## src/rtl/vram_arbiter.sv

```systemverilog
// vram_arbiter: shares one single-port video RAM between the scanout reader
// and the game-logic writer. Scanout has priority. The writer is limited to
// a blanking write window, and a starvation override guarantees it progress.
// A registered frame tick marks the start of vertical blanking.
`timescale 1ns/1ps
module vram_arbiter #(
  parameter int ADDR_W        = 12,
  parameter int DATA_W        = 8,
  parameter int STARVE_MAX    = 15,
  parameter int WR_IN_VISIBLE = 0
) (
  input  logic              clk_i,
  input  logic              rst_i,
  input  logic              visible_i,
  input  logic [9:0]        position_x_i,
  input  logic [9:0]        position_y_i,
  input  logic              scan_req_i,
  input  logic [ADDR_W-1:0] scan_addr_i,
  output logic [DATA_W-1:0] scan_rdata_o,
  output logic              scan_valid_o,
  output logic              scan_miss_o,
  input  logic              wr_req_i,
  input  logic [ADDR_W-1:0] wr_addr_i,
  input  logic [DATA_W-1:0] wr_data_i,
  output logic              wr_gnt_o,
  output logic              ram_en_o,
  output logic              ram_we_o,
  output logic [ADDR_W-1:0] ram_addr_o,
  output logic [DATA_W-1:0] ram_wdata_o,
  input  logic [DATA_W-1:0] ram_rdata_i,
  output logic              frame_tick_o
);

  typedef enum logic [1:0] {
    OWN_IDLE,
    OWN_SCAN,
    OWN_WRITE,
    OWN_OVERRIDE
  } own_t;

  localparam logic [7:0] STARVE_LIM = 8'(STARVE_MAX);

  own_t       own_d;
  own_t       own_q;
  logic [7:0] starve_q;
  logic       win;
  logic       override;

  // Write window and starvation override qualification
  always_comb begin
    win      = ~visible_i | (WR_IN_VISIBLE != 0);
    override = wr_req_i & (starve_q == STARVE_LIM);
  end

  // Per-cycle owner decision in priority order
  always_comb begin
    own_d = OWN_IDLE;
    if (override) begin
      own_d = OWN_OVERRIDE;
    end else if (scan_req_i) begin
      own_d = OWN_SCAN;
    end else if (wr_req_i & win) begin
      own_d = OWN_WRITE;
    end
  end

  // RAM-side controls and grant/miss flags, all forced low while in reset
  always_comb begin
    ram_en_o    = 1'b0;
    ram_we_o    = 1'b0;
    ram_addr_o  = '0;
    ram_wdata_o = '0;
    wr_gnt_o    = 1'b0;
    scan_miss_o = 1'b0;
    if (!rst_i) begin
      unique case (own_d)
        OWN_SCAN: begin
          ram_en_o   = 1'b1;
          ram_addr_o = scan_addr_i;
        end
        OWN_WRITE, OWN_OVERRIDE: begin
          ram_en_o    = 1'b1;
          ram_we_o    = 1'b1;
          ram_addr_o  = wr_addr_i;
          ram_wdata_o = wr_data_i;
          wr_gnt_o    = 1'b1;
          scan_miss_o = (own_d == OWN_OVERRIDE) & scan_req_i;
        end
        default: ;
      endcase
    end
  end

  // Read data return; the valid flag is the registered owner being SCAN
  always_comb begin
    scan_valid_o = (own_q == OWN_SCAN);
    scan_rdata_o = rst_i ? '0 : ram_rdata_i;
  end

  // Starvation counter: counts denied request cycles, saturating
  always_ff @(posedge clk_i or posedge rst_i) begin
    if (rst_i) begin
      starve_q <= '0;
    end else if (wr_req_i & ~wr_gnt_o) begin
      starve_q <= (starve_q >= STARVE_LIM) ? STARVE_LIM : starve_q + 8'd1;
    end else begin
      starve_q <= '0;
    end
  end

  // Owner register (also carries read-valid) and frame tick at (0,480)
  always_ff @(posedge clk_i or posedge rst_i) begin
    if (rst_i) begin
      own_q        <= OWN_IDLE;
      frame_tick_o <= 1'b0;
    end else begin
      own_q        <= own_d;
      frame_tick_o <= (position_x_i == 10'd0) & (position_y_i == 10'd480);
    end
  end

endmodule
```

## config.mk

```make
export PLATFORM = sky130hd
export DESIGN_NAME = vram_arbiter
export DESIGN_NICKNAME = d
export VERILOG_FILES = /design/src/rtl/vram_arbiter.sv
export SDC_FILE = /design/constraint.sdc
export NUM_CORES = 1
export LEC_CHECK = 0
export ABC_CLOCK_PERIOD_IN_PS = 1950
export CAP_MARGIN = 20
export CORE_ASPECT_RATIO = 0.5
export CORE_MARGIN = 3
export CORE_UTILIZATION = 26
export CTS_BUF_LIST = sky130_fd_sc_hd__clkbuf_8
export CTS_CLUSTER_DIAMETER = 200
export DETAILED_ROUTE_END_ITERATION = 8
export GPL_TIMING_DRIVEN = 0
export PLACE_DENSITY = 0.81
export SYNTH_ARGS = -nofsm -noshare
export SYNTH_HDL_FRONTEND = slang
export SYNTH_SLANG_ARGS = --single-unit
```

## constraint.sdc

```tcl
create_clock -name clk_i -period 1.95 [get_ports clk_i]
set_clock_uncertainty 0.05 [all_clocks]
set_input_delay 0.195 -clock clk_i [delete_from_list [all_inputs] [get_ports clk_i]]
set_output_delay 0.195 -clock clk_i [all_outputs]
set_load 0.05 [all_outputs]
```

# --- After elaboration in Yosys (flattened, before gate mapping) ---
# Index checks and enable logic that the tools add are counted.
classes:
  addsub: 1
  n_lt_le_gt_ge: 1
  eq_ne: 6
  mux: 16
  n_bitwise: 7
  reduce_logical: 3
op_table:
  columns: ["operator", "n"]
  rows:
  - ["two-way mux 8 bit", 5]
  - ["one-hot mux 12 bit (2 select lines)", 1]
  - ["two-way mux 12 bit", 1]
  - ["equality test 10 x 9 -> 1 bit (second input constant)", 1]
  - ["logical NOT 10 bit", 1]
  - ["adder 8 x 1 -> 8 bit (second input constant)", 1]
  - ["equality test 8 x 4 -> 1 bit (second input constant)", 1]
  - ["greater-or-equal comparator 8 x 4 -> 1 bit (second input constant)", 1]
  - ["two-way mux 1 bit", 6]
  - ["two-way mux 2 bit", 3]
  - ["bitwise AND 1 bit", 5]
  - ["equality test 2 x 1 -> 1 bit (second input constant)", 2]
  - ["equality test 2 bit (second input constant)", 2]
  - ["OR reduction 3 bit", 1]
  - ["inverter 1 bit", 2]
  - ["OR reduction 2 bit", 1]
word_totals:
  regBits: 11
  in_bits: 65
  out_inout_bits: 34
  elab_cells: 37

# --- Logic depth before layout (Yosys ltp) ---
logic_depth:
  ltp_word: 12
  depth_mapped: 5
  mapped_depth_nobuf: 4

# --- Worst setup path before layout ---
# Ideal clock, no wire load.
synth_path:
  path_type: "register to output"
  startpoint: "reg starve_q[4]"
  endpoint: "out ram_en_o"
  t_arrival_ns: 2.042
  required_ns: 1.705
  slack_ns: -0.337
  path_stages_with_launch: 4
  n_path_buf: 0
  cell_sequence: "dfrtp_1 nor4_4 a21oi_1 o21ai_0"
synth_between:
  elab_chain_len: 7
  elab_cells_between_ends: 9
  classes_between: "eq/ne: 4; mux: 3; bitwise: 1; reduce/logical: 1"
synth_rtl:
  columns: ["element", "line_no", "text"]
  rows:
  - ["start: declaration", "45", "logic [7:0] starve_q;"]
  - ["start signal: assignment", "105", "starve_q <= (starve_q >= STARVE_LIM) ? STARVE_LIM : starve_q + 8'd1;"]
  - ["equality test 8 x 4 -> 1 bit (*)", "52", "override = wr_req_i & (starve_q == STARVE_LIM);"]
  - ["bitwise AND 1 bit (*)", "52", null]
  - ["two-way mux 2 bit (*)", "58", "if (override) begin"]
  - ["equality test 2 bit / equality test 2 x 1 -> 1 bit (equally long branches)", "76", "unique case (own_d)"]
  - ["OR reduction 3 bit (no source line) (*)", null, null]
  - ["two-way mux 1 bit (*)", "76", null]
  - ["two-way mux 1 bit (*)", "75", "if (!rst_i) begin"]
  - ["end: declaration", "26", "output logic ram_en_o,"]
# Mark *: on every way between the ends. The rest lies on a longest branch, timed or not.

# --- Worst setup path after layout ---
layout_path:
  startpoint: "reg starve_q[1]"
  endpoint: "out ram_addr_o[5]"
layout_between:
  elab_chain_len: 7
  elab_cells_between_ends: 9
  classes_between: "eq/ne: 4; mux: 3; bitwise: 1; reduce/logical: 1"
layout_rtl:
  columns: ["element", "line_no", "text"]
  rows:
  - ["equality test 8 x 4 -> 1 bit (*)", "52", null]
  - ["bitwise AND 1 bit (*)", "52", null]
  - ["two-way mux 2 bit (*)", "58", null]
  - ["equality test 2 bit", "76", null]
  - ["OR reduction 2 bit", "76", null]
  - ["one-hot mux 12 bit (2 select lines) (*)", "76", null]
  - ["two-way mux 12 bit (*)", "75", null]
  - ["end: declaration", "28", "output logic [ADDR_W-1:0] ram_addr_o,"]
# Marks and branches as above.

==> flow_metrics.tcl <==
set metrics [dict create \
    run_status "complete, but fails checks" \
    violations "setup timing" \
    detail-route-antenna-nets 0 \
    final.period_utilization_pct 107 \
    fp-row-count 13 \
    power.total_w 0.000891 \
    critical-path-slowest-cell "sky130_fd_sc_hd__dfrtp_1" \
    clk_latency_ps 240 \
    synthMuxAreaShare_pct 0 \
    timing.setup.tns_ps -1620 \
    avgViaCountPerCell 4.82 \
    max_clock_freq_ghz 0.478 \
    timing.critical_path.fanout_max 6 \
    synth_simple_gate_area_share_pct 29.4 \
    cell_internal_pwr_w 0.000595 \
    wl_per_cell_um 17.3 \
    tritoncts_clock_tree "built" \
    worstPathRequired_ps 1700 \
    numCtsBuffers 3 \
    syn_inst 82 \
    async_reset_ff_share_pct 100 \
    drtPass1Iterations 4 \
    number_of_enable_type_register_cells_in_the_synthesized_netlist 0 \
    floorplan.io_pins 99 \
    maxCapViolations 0 \
    drtIter0Drc 39 \
    global_route.overflow_total 0 \
    finalWorstSetupSlack_ps -142 \
    synthesis.area_per_instance_um2 9.66 \
    cts_sinks 11 \
    rsz0062_at_grt "yes" \
    cp-start-kind "flip-flop" \
    design.core.area_mm2 0.00275 \
    synth_commonest_cells "sky130_fd_sc_hd__a32o_1 (12), sky130_fd_sc_hd__dfrtp_1 (11), sky130_fd_sc_hd__nor2b_1 (9)" \
    timing.critical_path.cells "ha_4, and4b_1, a21o_4, buf_6, a32o_2, buf_8" \
    synthDistinctLibCells 29 \
    static-leakage-power_nw 0.922 \
    power-per-cell-area_mw_per_mm2 429 \
    cts_htree_levels 1 \
    irDropWorstVdd_v 0.000459 \
    p_seq_share_pct 28.2 \
    post_synth_main_area_contributors "sky130_fd_sc_hd__dfrtp_1 (35%), sky130_fd_sc_hd__a32o_1 (15%), sky130_fd_sc_hd__nor2b_1 (7.1%)" \
    diodes 0 \
    max_slew_margin_pct 64.8 \
    clk_pin_slew_worst_paths_ps 50 \
    clock_network_fraction_of_design_power_pct 25.6 \
    synth-compound-area-share_pct 25.0 \
    pin_count_of_the_biggest_net_entering_global_routing 12 \
    yosys.area.top_type "sky130_fd_sc_hd__dfrtp_1" \
    die_w_um 84.1 \
    antenna_found_initial 0 \
    floorplan.initialDensity_pct 28.8 \
    final-setup-viol-count 21 \
    synth_adder_area_share_pct 1.58 \
    vias_in_the_first_global_route 1158 \
    placed_cells 220 \
    post_cts_hold_buffer_count 0 \
    hold_class "primary input to async pin" \
    mappedNetlistArea_um2 792 \
    combinational_family_with_the_most_area_after_synthesis "simple AND/OR/NAND/NOR gates" \
    worst_pin_slew_ps 530 \
    timing_hold_violations_final 0 \
    final_max_slew_viol_count 0 \
    critical-path-max-stage-delay_ps 410 \
    gp_congestion 0.747 \
    detail_route.drc_violations 0 \
    design.final.nets 264 \
    cell_area_after_layout_mm2 0.00208 \
    synth_flop_cell "sky130_fd_sc_hd__dfrtp_1" \
    cts_root_buf "sky130_fd_sc_hd__clkbuf_8" \
    switchingPower_w 0.000295 \
    final_cell_count_no_fill 234 \
    place_hpwl_um 2990 \
    postPlaceCellArea_mm2 0.00183 \
    end_kind "primary output" \
    critPathArrivalTime_ps 1850 \
    die_height_um 45.0 \
    yosys.area_share.xor_xnor_pct 2.21 \
    area.growth.synth_to_final_pct 162 \
    io_buffers 98 \
    vias 1128 \
    fraction_of_final_layout_cells_with_drive_strength_greater_than_1_pct 30.5 \
    type_of_the_worst_setup_path "flip-flop to primary output" \
    period_needed_ps 2090 \
    final_core_utilization_pct 75.5 \
    synth_seq_cells 11 \
    grt_first_pass_wirelength_um 5760 \
    total_detailed_routing_wirelength_um 4050 \
    synth-seq-area-share_pct 34.8 \
    grtUsageTotal_pct 19.7 \
    synth-warning-count 0 \
    yosys.cell_count.top_type "sky130_fd_sc_hd__a32o_1" \
    power.share.switching_pct 33.2 \
    die_area_mm2 0.00378 \
    combPwrFrac_pct 46.2 \
    number_of_buffers_between_clock_root_and_the_deepest_sink 2 \
    synth_top_area_share_pct 34.8 \
]
stage by stage:
stage          hold slack [ps]  worst slack (ps)
6_report                   485              -142
5_1_grt                    492              -175
4_1_cts                    483              -117
3_5_place_dp               454              -888
3_3_place_gp               440              -857
2_1_floorplan              205             -12.0
worst max-delay path, delay by kind of cell (launching register included):
family | cells | cell delay, ps
adders and majority gates | 1 | 180
AOI/OAI and AO/OA | 2 | 540
and+or+nand+nor | 1 | 200
DFF | 1 | 410
buffers and inverters | 2 | 280
routing by layer:
metal | track usage [%] | wire length, um | vias to the layer above
li1 | - | - | 547
met1 | 22.1 | 1600 | 556
met2 | 39.2 | 2330 | 15
met3 | 2.37 | 38 | 10
met4 | 8.01 | 75 | 0
met5 | 0 | 0 | -
power groups by stage:
| stage | combinational (W) | clock (W) | sequential (W) |
|---|---|---|---|
| after floorplan | 0.000173 | 0 | 0.000251 |
| after global placement | 0.000367 | 0 | 0.000253 |
| after detailed placement | 0.000371 | 0 | 0.000254 |
| after CTS | 0.000392 | 0.000233 | 0.000251 |
| after global routing | 0.000428 | 0.000248 | 0.000252 |
| final | 0.000411 | 0.000228 | 0.000251 |
area by class of cell:
type | instances | area (um^2)
clock buffers | 3 | 41.3
flip-flops and latches | 11 | 275
fillers | 188 | 673
plain buffers | 7 | 56.3
repair buffers | 108 | 1090
multi-input cells | 64 | 546
well taps | 37 | 46.3
inverters | 3 | 11.3
clock inverters | 1 | 5.00
sequential cells by signal (all words and copies together) (netlist names):
register and cells:
starve_q 8, own_q 2, frame_tick_o 1
repair_timing:
item                                   in CTS  in global routing
setup buffers                               5                  3
endpoints found under the hold margin       0                  0
resized for setup                         179                 25
cloned                                      2                  0
setup endpoints to repair                  32                 24
pin swaps                                   9                 10
layout by cell type, fill, tap and decap left out, types with 4 or more instances in the layout:
cell type	count
sky130_fd_sc_hd__a32o_1	6
sky130_fd_sc_hd__conb_1	4
sky130_fd_sc_hd__a311oi_1	4
sky130_fd_sc_hd__clkdlybuf4s50_1	66
sky130_fd_sc_hd__dfrtp_1	11
sky130_fd_sc_hd__buf_6	20
sky130_fd_sc_hd__nor2b_1	9
sky130_fd_sc_hd__a32o_2	6
sky130_fd_sc_hd__and3_1	4
sky130_fd_sc_hd__buf_4	8
sky130_fd_sc_hd__buf_8	7
sky130_fd_sc_hd__and3_4	4
sky130_fd_sc_hd__dlygate4sd2_1	8
path summary, 6_finish.rpt:
path | slack [ps] | depth (start not counted) | startpoint | endpoint
max reg2reg | 360 | 5 | starve_q[1] | starve_q[3]
min reg2reg | 650 | 2 | starve_q[2] | starve_q[2]
max in group asynchronous | 1070 | 3 | rst_i | starve_q[6]
max | -140 | 6 | starve_q[1] | ram_addr_o[5]
min | 490 | 3 | rst_i | own_q[1]
min in group clk_i | 490 | 3 | position_y_i[7] | frame_tick_o
kinds of logic after synthesis:
kind of cell	Yosys count
XOR/XNOR	2
other	1
buffers and inverters	10
flip-flops	11
adder cells (fa/ha/maj)	1
AO/OA/AOI/OAI	21
AND/OR/NAND/NOR	36
No activity file was read; power rests on OpenSTA's default activity.
